`config.mk`:
```
export PLATFORM = sky130hd
export DESIGN_NAME = busrq_arbiter_flat
export DESIGN_NICKNAME = d
export VERILOG_FILES = /design/src/rtl/busrq_arbiter_pkg.sv /design/src/rtl/busrq_arbiter_if.sv /design/src/rtl/busrq_arbiter_rr_pick.sv /design/src/rtl/busrq_arbiter.sv /design/src/flat_wrapper.sv
export SDC_FILE = /design/constraint.sdc
export NUM_CORES = 1
export LEC_CHECK = 0
export ABC_CLOCK_PERIOD_IN_PS = 8940
export BUFFER_PORTS_ARGS = -buffer_cell sky130_fd_sc_hd__buf_2
export CAP_MARGIN = 20
export CORE_MARGIN = 3
export CORE_UTILIZATION = 35
export DETAILED_ROUTE_END_ITERATION = 8
export PLACE_DENSITY = 0.52
export SLEW_MARGIN = 20
export SYNTH_ARGS = -nofsm -noshare
export SYNTH_HDL_FRONTEND = slang
export SYNTH_SLANG_ARGS = --single-unit
```
`constraint.sdc`:
```
create_clock -name clkcpu -period 8.94 [get_ports clkcpu]
set_clock_uncertainty 0.15 [all_clocks]
set_input_delay 1.788 -clock clkcpu [delete_from_list [all_inputs] [get_ports clkcpu]]
set_output_delay 1.788 -clock clkcpu [all_outputs]
set_load 0.005 [all_outputs]
```
`src/rtl/busrq_arbiter_pkg.sv`:
```
// Shared types and helpers for the Z80 bus-request arbiter.
package busrq_arbiter_pkg;

    // Width of the owner index; covers up to eight requesters.
    localparam int OWNER_W = 3;

    typedef enum logic [2:0] {
        ARB_IDLE    = 3'd0,
        ARB_REQ     = 3'd1,
        ARB_GRANT   = 3'd2,
        ARB_TURN    = 3'd3,
        ARB_RELEASE = 3'd4
    } busrq_arb_state_t;

    // Requester index visited at step 'offs' of a round-robin search that
    // begins just after 'last'.
    function automatic logic [OWNER_W-1:0] rr_index(input logic [OWNER_W-1:0] last,
                                                    input int offs,
                                                    input int nreq);
        logic [31:0] sum;
        sum = 32'(last) + 32'd1 + 32'(offs);
        return OWNER_W'(sum % 32'(nreq));
    endfunction

endpackage

```
`src/rtl/busrq_arbiter_if.sv`:
```
// Handshake bundle between the arbiter, the requesters and the Z80 bus pins.
interface busrq_arbiter_if #(
    parameter int NREQ = 3
);
    import busrq_arbiter_pkg::*;

    logic               n_rstcpu;
    logic               n_int_next;
    logic               en;
    logic [NREQ-1:0]    req;
    logic               n_busak;
    logic               n_busrq;
    logic [NREQ-1:0]    grant;
    logic [OWNER_W-1:0] owner;
    logic               busy;
    logic               timeout;

    // Arbiter side: drives BUSRQ and the grants.
    modport master (
        input  n_rstcpu, n_int_next, en, req, n_busak,
        output n_busrq, grant, owner, busy, timeout
    );

    // System side: CPU pins and requesters.
    modport slave (
        output n_rstcpu, n_int_next, en, req, n_busak,
        input  n_busrq, grant, owner, busy, timeout
    );

endinterface

```
`src/rtl/busrq_arbiter_rr_pick.sv`:
```
// Combinational round-robin picker: first active request after 'last'.
module busrq_rr_pick
    import busrq_arbiter_pkg::*;
#(
    parameter int NREQ = 3
) (
    input  logic [NREQ-1:0]    req,
    input  logic [OWNER_W-1:0] last,
    output logic               valid,
    output logic [OWNER_W-1:0] idx
);

    localparam logic [NREQ-1:0] ONE_REQ = NREQ'(1'b1);

    logic [OWNER_W-1:0] cand_s;

    // Walk the requesters once starting at last+1 and keep the first hit.
    always_comb begin
        valid  = 1'b0;
        idx    = '0;
        cand_s = '0;
        for (int i = 0; i < NREQ; i++) begin
            cand_s = rr_index(last, i, NREQ);
            if (!valid && (|(req & (ONE_REQ << cand_s)))) begin
                valid = 1'b1;
                idx   = cand_s;
            end else begin
                valid = valid;
            end
        end
    end

endmodule

```
`src/rtl/busrq_arbiter.sv`:
```
// Z80 BUSRQ/BUSAK arbiter: shares the CPU bus among NREQ requesters with
// round-robin fairness, burst limiting, INT yield and CPU-reset abort.
module busrq_arbiter
    import busrq_arbiter_pkg::*;
#(
    parameter int NREQ        = 3,
    parameter int MAX_BURST   = 64,   // 0 = unlimited
    parameter int ACK_TIMEOUT = 255   // must be at least 1
) (
    input  logic            clkcpu,
    input  logic            rst_n,
    busrq_arbiter_if.master bus
);

    localparam int ACK_W   = (ACK_TIMEOUT < 1) ? 1 : $clog2(ACK_TIMEOUT + 1);
    localparam int BURST_W = (MAX_BURST < 1) ? 1 : $clog2(MAX_BURST + 1);
    localparam logic [NREQ-1:0] ONE_REQ = NREQ'(1'b1);

    busrq_arb_state_t   state_q, state_d;
    logic [NREQ-1:0]    grant_q, grant_d;
    logic [OWNER_W-1:0] owner_q, owner_d;
    logic [OWNER_W-1:0] rr_ptr_q, rr_ptr_d;   // where the next search starts
    logic               n_busrq_q, n_busrq_d;
    logic               busy_q, busy_d;
    logic               timeout_q, timeout_d;
    logic [ACK_W-1:0]   ack_cnt_q, ack_cnt_d;
    logic [BURST_W-1:0] burst_cnt_q, burst_cnt_d;

    logic               pick_valid_s;
    logic [OWNER_W-1:0] pick_idx_s;
    logic [OWNER_W-1:0] rr_last_s;
    logic               owner_req_s;
    logic               burst_full_s;
    logic               ack_expired_s;
    logic               burst_end_s;

    // The picker searches from last+1, so hand it the slot before rr_ptr.
    assign rr_last_s = (rr_ptr_q == '0) ? OWNER_W'(NREQ - 1) : rr_ptr_q - OWNER_W'(1'b1);

    busrq_rr_pick #(.NREQ(NREQ)) u_rr_pick (
        .req   (bus.req),
        .last  (rr_last_s),
        .valid (pick_valid_s),
        .idx   (pick_idx_s)
    );

    assign owner_req_s   = |(bus.req & (ONE_REQ << owner_q));
    assign burst_full_s  = (MAX_BURST != 0) && (burst_cnt_q == BURST_W'(MAX_BURST));
    assign ack_expired_s = (ack_cnt_q == ACK_W'(ACK_TIMEOUT - 1));
    assign burst_end_s   = !owner_req_s || burst_full_s || !bus.n_int_next || !bus.en;

    // Next-state and next-output logic for the handshake sequence.
    always_comb begin
        state_d     = state_q;
        grant_d     = grant_q;
        owner_d     = owner_q;
        rr_ptr_d    = rr_ptr_q;
        n_busrq_d   = n_busrq_q;
        // busy mirrors the state one cycle late, so it stays up for the
        // cycle in which the FSM returns to IDLE.
        busy_d      = (state_q != ARB_IDLE);
        timeout_d   = 1'b0;
        ack_cnt_d   = ack_cnt_q;
        burst_cnt_d = burst_cnt_q;

        if (!bus.n_rstcpu) begin
            // CPU held in reset: drop everything, keep the round-robin position.
            state_d     = ARB_IDLE;
            grant_d     = '0;
            n_busrq_d   = 1'b1;
            ack_cnt_d   = '0;
            burst_cnt_d = '0;
        end else begin
            case (state_q)
                ARB_IDLE: begin
                    if (bus.en && pick_valid_s && bus.n_int_next) begin
                        owner_d   = pick_idx_s;
                        rr_ptr_d  = (pick_idx_s == OWNER_W'(NREQ - 1)) ? '0
                                                                       : pick_idx_s + OWNER_W'(1'b1);
                        n_busrq_d = 1'b0;
                        ack_cnt_d = '0;
                        state_d   = ARB_REQ;
                    end else begin
                        state_d   = ARB_IDLE;
                    end
                end
                ARB_REQ: begin
                    if (!owner_req_s) begin
                        n_busrq_d   = 1'b1;
                        state_d     = ARB_RELEASE;
                    end else if (!bus.n_busak) begin
                        grant_d     = ONE_REQ << owner_q;
                        burst_cnt_d = BURST_W'(1'b1);  // first granted cycle
                        state_d     = ARB_GRANT;
                    end else if (ack_expired_s) begin
                        n_busrq_d   = 1'b1;
                        timeout_d   = 1'b1;
                        ack_cnt_d   = '0;
                        state_d     = ARB_IDLE;
                    end else begin
                        ack_cnt_d   = ack_cnt_q + ACK_W'(1'b1);
                    end
                end
                ARB_GRANT: begin
                    if (burst_end_s) begin
                        grant_d     = '0;
                        state_d     = ARB_TURN;
                    end else begin
                        burst_cnt_d = (burst_cnt_q == '1) ? burst_cnt_q
                                                          : burst_cnt_q + BURST_W'(1'b1);
                    end
                end
                ARB_TURN: begin
                    // Requester has let go of the bus; hand it back to the CPU.
                    n_busrq_d = 1'b1;
                    state_d   = ARB_RELEASE;
                end
                ARB_RELEASE: begin
                    if (bus.n_busak) begin
                        state_d = ARB_IDLE;
                    end else begin
                        state_d = ARB_RELEASE;
                    end
                end
                default: begin
                    state_d   = ARB_IDLE;
                    grant_d   = '0;
                    n_busrq_d = 1'b1;
                end
            endcase
        end
    end

    // State and output registers; async clear returns all outputs to idle.
    always_ff @(posedge clkcpu or negedge rst_n) begin
        if (!rst_n) begin
            state_q     <= ARB_IDLE;
            grant_q     <= '0;
            owner_q     <= '0;
            rr_ptr_q    <= '0;
            n_busrq_q   <= 1'b1;
            busy_q      <= 1'b0;
            timeout_q   <= 1'b0;
            ack_cnt_q   <= '0;
            burst_cnt_q <= '0;
        end else begin
            state_q     <= state_d;
            grant_q     <= grant_d;
            owner_q     <= owner_d;
            rr_ptr_q    <= rr_ptr_d;
            n_busrq_q   <= n_busrq_d;
            busy_q      <= busy_d;
            timeout_q   <= timeout_d;
            ack_cnt_q   <= ack_cnt_d;
            burst_cnt_q <= burst_cnt_d;
        end
    end

    assign bus.n_busrq = n_busrq_q;
    assign bus.grant   = grant_q;
    assign bus.owner   = owner_q;
    assign bus.busy    = busy_q;
    assign bus.timeout = timeout_q;

endmodule

```
`src/flat_wrapper.sv`:
```
// flat-port wrapper written by rule: the top's interface ports become plain ports
module busrq_arbiter_flat import busrq_arbiter_pkg::*;
#(
    parameter int NREQ        = 3,
    parameter int MAX_BURST   = 64,                   
    parameter int ACK_TIMEOUT = 255                        
)
  (clkcpu, rst_n, bus_n_rstcpu, bus_n_int_next, bus_en, bus_req, bus_n_busak, bus_n_busrq, bus_grant, bus_owner, bus_busy, bus_timeout);
  busrq_arbiter_if #(.NREQ(NREQ)) bus_i ();
  input  logic clkcpu;
  input  logic rst_n;
  input wire logic [$bits(bus_i.n_rstcpu)-1:0] bus_n_rstcpu;
  input wire logic [$bits(bus_i.n_int_next)-1:0] bus_n_int_next;
  input wire logic [$bits(bus_i.en)-1:0] bus_en;
  input wire logic [$bits(bus_i.req)-1:0] bus_req;
  input wire logic [$bits(bus_i.n_busak)-1:0] bus_n_busak;
  output wire logic [$bits(bus_i.n_busrq)-1:0] bus_n_busrq;
  output wire logic [$bits(bus_i.grant)-1:0] bus_grant;
  output wire logic [$bits(bus_i.owner)-1:0] bus_owner;
  output wire logic [$bits(bus_i.busy)-1:0] bus_busy;
  output wire logic [$bits(bus_i.timeout)-1:0] bus_timeout;
  assign bus_i.n_rstcpu = bus_n_rstcpu;
  assign bus_i.n_int_next = bus_n_int_next;
  assign bus_i.en = bus_en;
  assign bus_i.req = bus_req;
  assign bus_i.n_busak = bus_n_busak;
  assign bus_n_busrq = bus_i.n_busrq;
  assign bus_grant = bus_i.grant;
  assign bus_owner = bus_i.owner;
  assign bus_busy = bus_i.busy;
  assign bus_timeout = bus_i.timeout;
  busrq_arbiter #(.NREQ(NREQ), .MAX_BURST(MAX_BURST), .ACK_TIMEOUT(ACK_TIMEOUT)) u_core (.clkcpu(clkcpu), .rst_n(rst_n), .bus(bus_i));
endmodule
```
==> results of run 1 <==
-- synthesized netlist by cell type (4+ instances only) --
library cell   n
a211oi_1       6
o211ai_1       6
a311oi_1       4
nand3_1       24
nand2_1       35
a21o_1         8
and3_1         4
dfrtp_1       29
a21oi_1       17
nor2_1        30
nor4_1         5
and2_1         5
o221ai_1       4
ha_1          24
a31oi_1        8
mux2i_1        4
xnor2_1        4
o21bai_1       4
clkbuf_1       9
mux2_2         4
nand2b_1       9
inv_1         24
nor2b_1        4
o31ai_1        8
o21ai_0       24
nor3_1         8
-- flip-flops by register name (all words and copies together), names as in the netlist --
signal and count:
u_core.rr_ptr_q 3, u_core.bus.owner 3, u_core.state_q 3, u_core.burst_cnt_q 7, u_core.bus.timeout 1, u_core.bus.n_busrq 1
u_core.bus.grant 3, u_core.bus.busy 1, u_core.ack_cnt_q 8
-- kinds of logic after synthesis --
family / share of synthesized area
adder cells (fa/ha/maj): 0.09353
multiplexers: 0.03118
buffers and inverters: 0.05105
AO/OA/AOI/OAI: 0.3168
flip-flops: 0.2342
AND/OR/NAND/NOR: 0.2471
XOR/XNOR: 0.02611
-- worst max-delay path, delay by kind of cell, from the launching register on --
| family | cells | cell delay (ns) |
|---|---|---|
| fa+ha+maj | 7 | 2.29 |
| simple gates | 10 | 1.42 |
| mux | 2 | 0.64 |
| xor+xnor | 1 | 0.21 |
| flops | 1 | 0.49 |
| compound gates | 7 | 1.95 |
| buf+inv | 7 | 0.98 |
-- through the flow --
stage                     cell area, um^2  hold slack [ns]  worst slack [ns]    util
after floorplan                      3211           0.3350             1.008       -
after global placement               3379           0.3397            0.9409  0.3838
after detailed placement             3379           0.3420            0.6491  0.3838
after CTS                            3475           0.3616            0.5663  0.3946
after global routing                 3487           0.3713          0.004718  0.3960
final                                3487           0.3561            0.6932  0.3960
-- routing by layer --
layer	GRT usage	wire length, um
met5	0	0
met4	0.03374	63
met3	0.01997	192
met2	0.2731	3916
met1	0.2225	3793
-- how the worst max path moves through the flow --
stage | start | endpoint | slack [ns] | cells past startpoint
2_1_floorplan | u_core.rr_ptr_q[0] | u_core.ack_cnt_q[1] | 1.01 | 38
3_3_place_gp | u_core.rr_ptr_q[0] | u_core.ack_cnt_q[1] | 0.94 | 34
3_5_place_dp | u_core.rr_ptr_q[0] | u_core.ack_cnt_q[1] | 0.65 | 35
4_1_cts | u_core.rr_ptr_q[0] | u_core.ack_cnt_q[1] | 0.57 | 35
5_1_grt | u_core.rr_ptr_q[0] | u_core.ack_cnt_q[1] | 0.005 | 34
6_report | u_core.rr_ptr_q[0] | u_core.ack_cnt_q[1] | 0.69 | 34
-- cell type report --
class	instances	area, um^2
Timing Repair Buffer	19	100.1
Sequential cell	30	753.2
Multi-Input combinational cell	325	2306
Clock buffer	6	82.58
Inverter	26	97.59
Fill cell	889	5319
Tap cell	108	135.1
Clock inverter	2	12.51
-- timing repair --
action / 4_1_cts / 5_1_grt
endpoints found under the setup margin: 0 / 9
resized for setup: 0 / 3
hold endpoints to repair: 0 / 0
==> impl_metrics.csv, run 1 <==
group,metric,value,unit
sta,fmaxAchievable,121.3,MHz
detailed_routing,wirelength,7.965,mm
sta,setup_viol,0,
synth,yosysWarnings,0,
clocking,holdBufCountCts,0,
job,max_cap_viol_count,0,
sta,finalMaxSlewViolations,0,
placement,hpwl,6.190,mm
critical_path,cpMostUsedCell,"ha_1",
synth,synth_seq_area_share,0.2342,
grt,grt_pass1_vias,2829,
detailed_routing,via_count,2985,
synth,netlist_instances,394,
detailed_routing,drc,0,
sta,finalCritPeriodShare,0.9225,
clocking,cts.sinks,30,
placement,port_buffers,17,
critical_path,cp_max_fo,13,
final_layout,mostFrequentLayoutCells,"nand2_1 (35), nor2_1 (30), dfrtp_1 (28)",
grt,grt_pass1_wl,13.75,mm
grt,grt_start_max_net_pins,31,
min_path,min_path_cells,1,
die,die_h,101.8,um
critical_path,rr_endpoint,"u_core.ack_cnt_q[1]",
min_path,worstHoldStart,"u_core.bus.grant[2]",
critical_path,rrSetupSlack,0.69,ns
die,rows,34,
grt,overflow,0,
synth,synth_area_leaders,"dfrtp_1 (23%), ha_1 (9.4%), nand2_1 (4.1%)",
placement,gp_congestion,0.8712,
grt,antenna_found_initial,0,
critical_path,r2r_cells,34,
final_layout,diodes,0,
synth,yosys.area.top_type,"dfrtp_1",
critical_path,cpPeakStageDelay,0.49,ns
detailed_routing,wl_per_cell,15.44,um
critical_path,worstPathRequired,8.95,ns
detailed_routing,vias_per_cell,5.785,
die,die_area,10360,um^2
sta,rsz0062_at_grt,"no",
clocking,clock_latency,0.28,ns
sta,worst_slew_pin_slew,0.7055,ns
synth,synthDominantCellAreaShare,0.2260,
detailed_routing,drtIter0Drc,111,
critical_path,r2r-start,"u_core.rr_ptr_q[0]",
clocking,cts-root-buf,"clkbuf_8",
clocking,clock_path_buffers,2,
synth,synth_seq_cells,30,
synth,synth_nets,427,
critical_path,crit_arrival,8.25,ns
detailed_routing,antenna_left,0,
synth,ys_types,81,
final_layout,layout.cells.non_filler,516,
final_layout,layout.nets,440,
synth,syn-cell-area,3211,um^2
die,die_w,101.8,um
detailed_routing,drt_first_pass_iters,4,
final_layout,area_growth,8.612,%
sta,finalHoldViolCount,0,
clocking,cts_max_level,2,
min_path,hp-class,"reg -> reg",
synth,synth_ff_type,"dfrtp_1",
critical_path,endpoint_kind,"flop",
synth,async_flop_share,1.000,
final_layout,layout_commonest_cell,"nand2_1",
synth,synth_edf_count,0,
min_path,whs_endpoint,"u_core.bus.grant[2]",
critical_path,cp-start-kind,"flop",
critical_path,crit_path_top_delay_cell,"dfrtp_2",
synth,postSynthAreaPerCell,8.149,um^2
die,io_pins,18,
run_status,status,"finished clean",
grt,grtUsageTotal,0.1620,
sta,setup-tns-final,0,ns
die,core_area,8806,um^2
clocking,clk_pin_slew_worst_paths,0.07,ns
clocking,postCtsSetupRepairBufs,0,
placement,dp.cells,508,
sta,slew-limit-headroom,0.5297,
critical_path,worstSetupPathType,"reg -> reg",
clocking,cts_buffers,5,
final_layout,drive_above_1_share,0.1544,
sta,fin_crit,8.247,ns
clocking,cts_tree,"yes",
die,start_util,0.3646,
Power of run 1 is left out: the tool's default activity adds up to more than one toggle a clock period on the data nets, which glitch-free logic cannot reach.
==> run 2, diff against run 1 <==
--- a/config.mk
+++ b/config.mk
@@ -5,6 +5,7 @@
 export SDC_FILE = /design/constraint.sdc
 export NUM_CORES = 1
 export LEC_CHECK = 0
+export ABC_AREA = 1
 export ABC_CLOCK_PERIOD_IN_PS = 8940
 export BUFFER_PORTS_ARGS = -buffer_cell sky130_fd_sc_hd__buf_2
 export CAP_MARGIN = 20
==> run 2 against run 1 <==
- utilization increased by 1.3 points
- non-clock buffer count decreased by 2
- cell count increased by 9.1%
- critical path depth increased by 8
- register-to-register slack improved by 1.4 ns
==> impl_metrics.csv, run 2 <==
group,metric,value,unit
detailed_routing,wl_per_cell,12.42,um
final_layout,largest_reg_flops,8,
sta,finalHoldViolCount,0,
sta,slew-limit-headroom,0.5411,
clocking,cts-root-buf,"clkbuf_8",
sta,setup_viol,0,
clocking,cts_max_level,2,
synth,synth_ff_type,"dfrtp_1",
grt,grt_pass1_wl,12.26,mm
synth,netlist_instances,438,
die,rows,32,
die,core_area,7968,um^2
sta,fin_crit,6.894,ns
detailed_routing,drt_first_pass_iters,4,
critical_path,r2r_cells,42,
final_layout,top_regs,"u_core.ack_cnt_q (8), u_core.burst_cnt_q (7)",
sta,worst_slew_pin_slew,0.6883,ns
detailed_routing,vias_per_cell,4.964,
min_path,hp-class,"reg -> reg",
clocking,postCtsSetupRepairBufs,0,
synth,synth_area_leaders,"dfrtp_1 (24%), nand2_1 (14%), ha_1 (10%)",
grt,grtUsageMet1,0.2025,
final_layout,layout_commonest_cell,"nand2_1",
critical_path,cp_max_fo,11,
synth,yosysWarnings,0,
synth,synth_seq_area_share,0.2535,
clocking,clk_pin_slew_worst_paths,0.07,ns
die,io_pins,18,
grt,grt_pass1_vias,2622,
final_layout,area_growth,9.869,%
placement,gp_congestion,0.8013,
die,die_h,98.07,um
grt,grtUsageTotal,0.1514,
detailed_routing,drtIter0Drc,119,
clocking,cts_buffers,5,
die,die_w,98.07,um
grt,grt_use_met2,0.2581,
clocking,cts_tree,"yes",
synth,syn-cell-area,2967,um^2
final_layout,drive_above_1_share,0.1584,
sta,finalMaxSlewViolations,0,
detailed_routing,antenna_left,0,
grt,antenna_found_initial,0,
synth,yosys.area.top_type,"dfrtp_1",
synth,ys_types,42,
synth,synth_nets,471,
final_layout,diodes,0,
sta,fmaxAchievable,145.1,MHz
grt,overflow,0,
synth,synth_seq_cells,30,
final_layout,mostFrequentLayoutCells,"nand2_1 (108), inv_1 (61), nor2_1 (41), nand3_1 (37), dfrtp_1 (29)",
run_status,status,"finished clean",
grt,met3_usage,0.02143,
synth,postSynthAreaPerCell,6.773,um^2
placement,port_buffers,17,
synth,synthTopCellsByCount,"nand2_1 (108), inv_1 (61), nor2_1 (41)",
critical_path,worstPathRequired,8.96,ns
synth,synthDominantCellAreaShare,0.2446,
clocking,clock_latency,0.29,ns
job,max_cap_viol_count,0,
grt,grt_start_max_net_pins,31,
critical_path,endpoint_kind,"flop",
clocking,clock_path_buffers,2,
grt,grt.busiest_layer,"met2",
sta,rsz0062_at_grt,"no",
detailed_routing,drc,0,
clocking,cts.sinks,30,
critical_path,worstSetupPathType,"reg -> reg",
critical_path,cpPeakStageDelay,0.47,ns
placement,hpwl,5.636,mm
detailed_routing,via_count,2795,
sta,finalCritPeriodShare,0.7712,
final_layout,layout.nets,493,
critical_path,crit_path_top_delay_cell,"dfrtp_1",
critical_path,crit_arrival,6.92,ns
final_layout,largest-register,"u_core.ack_cnt_q",
clocking,holdBufCountCts,0,
detailed_routing,wirelength,6.991,mm
synth,async_flop_share,1.000,
synth,yosysMostFrequentCell,"nand2_1",
synth,synth_edf_count,0,
die,die_area,9617,um^2
sta,setup-tns-final,0,ns
min_path,min_path_cells,2,
clocking,cts_resized,0,
critical_path,cp-start-kind,"flop",
die,start_util,0.3723,
==> run 2: cell count changes in the layout (fill, tap and decap cells not counted), sizes merged, moves of 14 or more <==
cell / change
nand3: +21
nand4: +14
nand2: +91
inv: +41
nor2: +18
==> run 2: worst paths after layout <==
path	start	to	slack, ns
max in group asynchronous	rst_n	u_core.state_q[0]	6.80
min	u_core.bus.n_busrq	u_core.bus.n_busrq	0.31
min reg2reg	u_core.bus.n_busrq	u_core.bus.n_busrq	0.31
max reg2reg	u_core.rr_ptr_q[0]	u_core.ack_cnt_q[3]	2.05
max	u_core.rr_ptr_q[0]	u_core.ack_cnt_q[3]	2.05
min in group asynchronous	rst_n	u_core.bus.busy	1.39
==> run 2: layer usage <==
layer,part of all wire,up-vias
li1,-,1476
met1,0.48,1274
met2,0.48,39
met3,0.026,6
met4,0.0097,0
met5,0,-
==> run 2: cell type report <==
type | instances | area [um^2]
fillers | 844 | 4708
clock inverters | 2 | 12.51
repair buffers | 17 | 85.08
multi-input cells | 338 | 1944
inverters | 68 | 255.2
clock buffers | 6 | 82.58
flip-flops and latches | 30 | 752.0
well taps | 102 | 127.6
==> run 2: logic make-up (layout without fill, tap and decap cells) <==
group / Yosys count / count (layout) / synth area share
simple gates: 255 / 255 / 0.4277
xor+xnor: 10 / 10 / 0.02953
flops: 30 / 30 / 0.2535
compound gates: 49 / 49 / 0.09700
fa+ha+maj: 24 / 24 / 0.1012
buf+inv: 70 / 93 / 0.09110
==> run 2: metrics by stage <==
stage | setup slack, ns | cells | instance area [um^2] | utilization | hold WS [ns]
after floorplan | 2.994 | 438 | 2967 | - | 0.3009
after global placement | 2.260 | 555 | 3164 | 0.3971 | 0.3005
after detailed placement | 2.079 | 555 | 3164 | 0.3971 | 0.3069
after CTS | 2.045 | 563 | 3259 | 0.4091 | 0.3170
after global routing | 1.311 | 563 | 3259 | 0.4091 | 0.3386
final | 2.046 | 563 | 3259 | 0.4091 | 0.3128
==> run 2: critical path: cells and delay by family, from the launching register on <==
kind | cells | cell delay [ns]
DFF | 1 | 0.47
AOI/OAI and AO/OA | 4 | 0.75
buffers and inverters | 8 | 1.01
and+or+nand+nor | 23 | 2.58
adders and majority gates | 7 | 1.80
Power of run 2 is left out for the same reason.
==> run 3, diff against run 2 <==
--- a/config.mk
+++ b/config.mk
@@ -6,13 +6,13 @@
 export NUM_CORES = 1
 export LEC_CHECK = 0
 export ABC_AREA = 1
-export ABC_CLOCK_PERIOD_IN_PS = 8940
+export ABC_CLOCK_PERIOD_IN_PS = 6200
 export BUFFER_PORTS_ARGS = -buffer_cell sky130_fd_sc_hd__buf_2
 export CAP_MARGIN = 20
 export CORE_MARGIN = 3
 export CORE_UTILIZATION = 35
 export DETAILED_ROUTE_END_ITERATION = 8
-export PLACE_DENSITY = 0.52
+export PLACE_DENSITY = 0.54
 export SLEW_MARGIN = 20
 export SYNTH_ARGS = -nofsm -noshare
 export SYNTH_HDL_FRONTEND = slang
==> constraint.sdc (replaced) <==
create_clock -name clkcpu -period 6.2 [get_ports clkcpu]
set_clock_uncertainty 0.15 [all_clocks]
set_input_delay 1.24 -clock clkcpu [delete_from_list [all_inputs] [get_ports clkcpu]]
set_output_delay 1.24 -clock clkcpu [all_outputs]
set_load 0.005 [all_outputs]
==> run 3 against run 2 <==
- non-clock buffer count is 15 higher
- clock-buffer cell count is 2 higher
- setup slack worse by 1.5 ns
- final area is 4.4% higher
- flip-flop and latch count stayed put
- via count is 2.4% higher
- sequential share of layout area is 0.98 points lower
- register-to-register slack worse by 1.5 ns
- fmax is 22% higher
- die area stayed put
- critical path depth is 1 higher
==> impl_metrics.csv, run 3 (synthesis results as in run 2) <==
group,metric,value,unit
run_status,status,"finished clean",
clocking,cts_max_level,2,
placement,gp_congestion,0.8133,
critical_path,worstPathRequired,6.21,ns
sta,holdWs,0.3115,ns
final_layout,mostFrequentLayoutCells,"nand2_1 (107), inv_1 (60), nor2_1 (41), nand3_1 (37), dfrtp_1 (29)",
clocking,clock_path_buffers,2,
final_layout,layout_commonest_cell,"nand2_1",
die,io_pins,18,
detailed_routing,wl_per_cell,11.64,um
detailed_routing,drtIter0Drc,123,
clocking,cts_buffers,5,
critical_path,cp-start-kind,"flop",
final_layout,area_growth,14.72,%
final_layout,largest_reg_flops,8,
clocking,clk_pin_slew_worst_paths,0.06,ns
final_layout,diodes,0,
sta,finalHoldViolCount,0,
sta,fin_crit,5.649,ns
critical_path,crit_arrival,5.66,ns
final_layout,top_regs,"u_core.ack_cnt_q (8), u_core.burst_cnt_q (7)",
final_layout,multi_input_area,1968,um^2
clocking,cts-root-buf,"clkbuf_8",
critical_path,endpoint_kind,"flop",
detailed_routing,antenna_left,0,
detailed_routing,drc,0,
min_path,hp-class,"reg -> reg",
final_layout,regArea,752.0,um^2
grt,antenna_found_initial,0,
sta,worst_slew_pin_slew,0.6739,ns
detailed_routing,wirelength,6.726,mm
final_layout,fill_cells,810,
grt,grt_start_max_net_pins,31,
grt,grt_pass1_wl,11.60,mm
critical_path,cp_max_fo,6,
grt,grtUsageTotal,0.1419,
job,max_cap_viol_count,0,
clocking,clock_latency,0.28,ns
critical_path,worstSetupPathType,"reg -> reg",
clocking,cts.sinks,30,
sta,fmaxAchievable,177.0,MHz
sta,finalMaxSlewViolations,0,
detailed_routing,drt_first_pass_iters,4,
critical_path,cpPeakStageDelay,0.36,ns
placement,dp.cells,565,
final_layout,layout.nets,508,
critical_path,cpMostUsedCell,"inv_1",
die,start_util,0.3723,
clocking,holdBufCountCts,0,
final_layout,drive_above_1_share,0.1891,
sta,finalCritPeriodShare,0.9112,
placement,hpwl,5.471,mm
clocking,cts_tree,"yes",
detailed_routing,via_count,2863,
detailed_routing,vias_per_cell,4.953,
die,core_area,7968,um^2
die,die_w,98.07,um
grt,overflow,0,
grt,grt_pass1_vias,2676,
die,die_h,98.07,um
critical_path,crit_path_top_delay_cell,"dfrtp_1",
sta,slew-limit-headroom,0.5507,
final_layout,largest-register,"u_core.ack_cnt_q",
die,die_area,9617,um^2
final_layout,layout.cells.non_filler,578,
placement,port_buffers,17,
sta,setup-tns-final,0,ns
die,rows,32,
sta,setup_viol,0,
run 3: changes by cell type in the layout (fill, tap and decap cells not counted), sizes merged:
cell and change:
buf +15, clkbuf +2, clkinv -1, clkinvlp -1
run 3: path summary, 6_finish.rpt:
kind                                     from                     to  slack [ns]  cells past startpoint
min                        u_core.bus.n_busrq     u_core.bus.n_busrq        0.31                      2
min reg2reg                u_core.bus.n_busrq     u_core.bus.n_busrq        0.31                      2
max                        u_core.rr_ptr_q[1]    u_core.ack_cnt_q[7]        0.55                     43
min in group asynchronous               rst_n    u_core.bus.grant[1]        0.85                      1
max in group asynchronous               rst_n  u_core.burst_cnt_q[6]        4.62                      1
max reg2reg                u_core.rr_ptr_q[1]    u_core.ack_cnt_q[7]        0.55                     43
run 3: repair_timing:
item,4_1_cts,5_1_grt
endpoints found under the setup margin,0,16
hold endpoints to repair,0,0
buffers inserted,0,5
resized for setup,0,7
run 3: metal layers:
metal / vias up / wire, um / share of wire / track usage
li1: 1515 / - / - / -
met1: 1308 / 3144 / 0.47 / 0.1730
met2: 34 / 3377 / 0.50 / 0.2639
met3: 6 / 136 / 0.020 / 0.01643
met4: 0 / 68 / 0.010 / 0.03514
met5: - / 0 / 0 / 0
run 3: per-stage QoR:
stage	area [um^2]	setup slack, ns	util
6_report	3403	0.5506	0.4271
3_5_place_dp	3239	0.1213	0.4066
4_1_cts	3329	0.09772	0.4179
2_1_floorplan	2967	0.2538	-
3_3_place_gp	3239	0.3179	0.4066
5_1_grt	3403	-0.01683	0.4271
run 3: layout make-up:
cell class / count / area share
multi-input cells: 338 / 0.5783
repair buffers: 32 / 0.06176
clock buffers: 8 / 0.02647
flip-flops and latches: 30 / 0.2210
inverters: 68 / 0.07500
well taps: 102 / 0.03750
run 3: critical path: cells and delay by family (launching register included):
family | cells | cell delay (ns)
AO/OA/AOI/OAI | 3 | 0.35
adder cells (fa/ha/maj) | 7 | 1.56
buffers and inverters | 9 | 0.78
flip-flops | 1 | 0.36
AND/OR/NAND/NOR | 24 | 2.28
Power of run 3 is left out for the same reason.
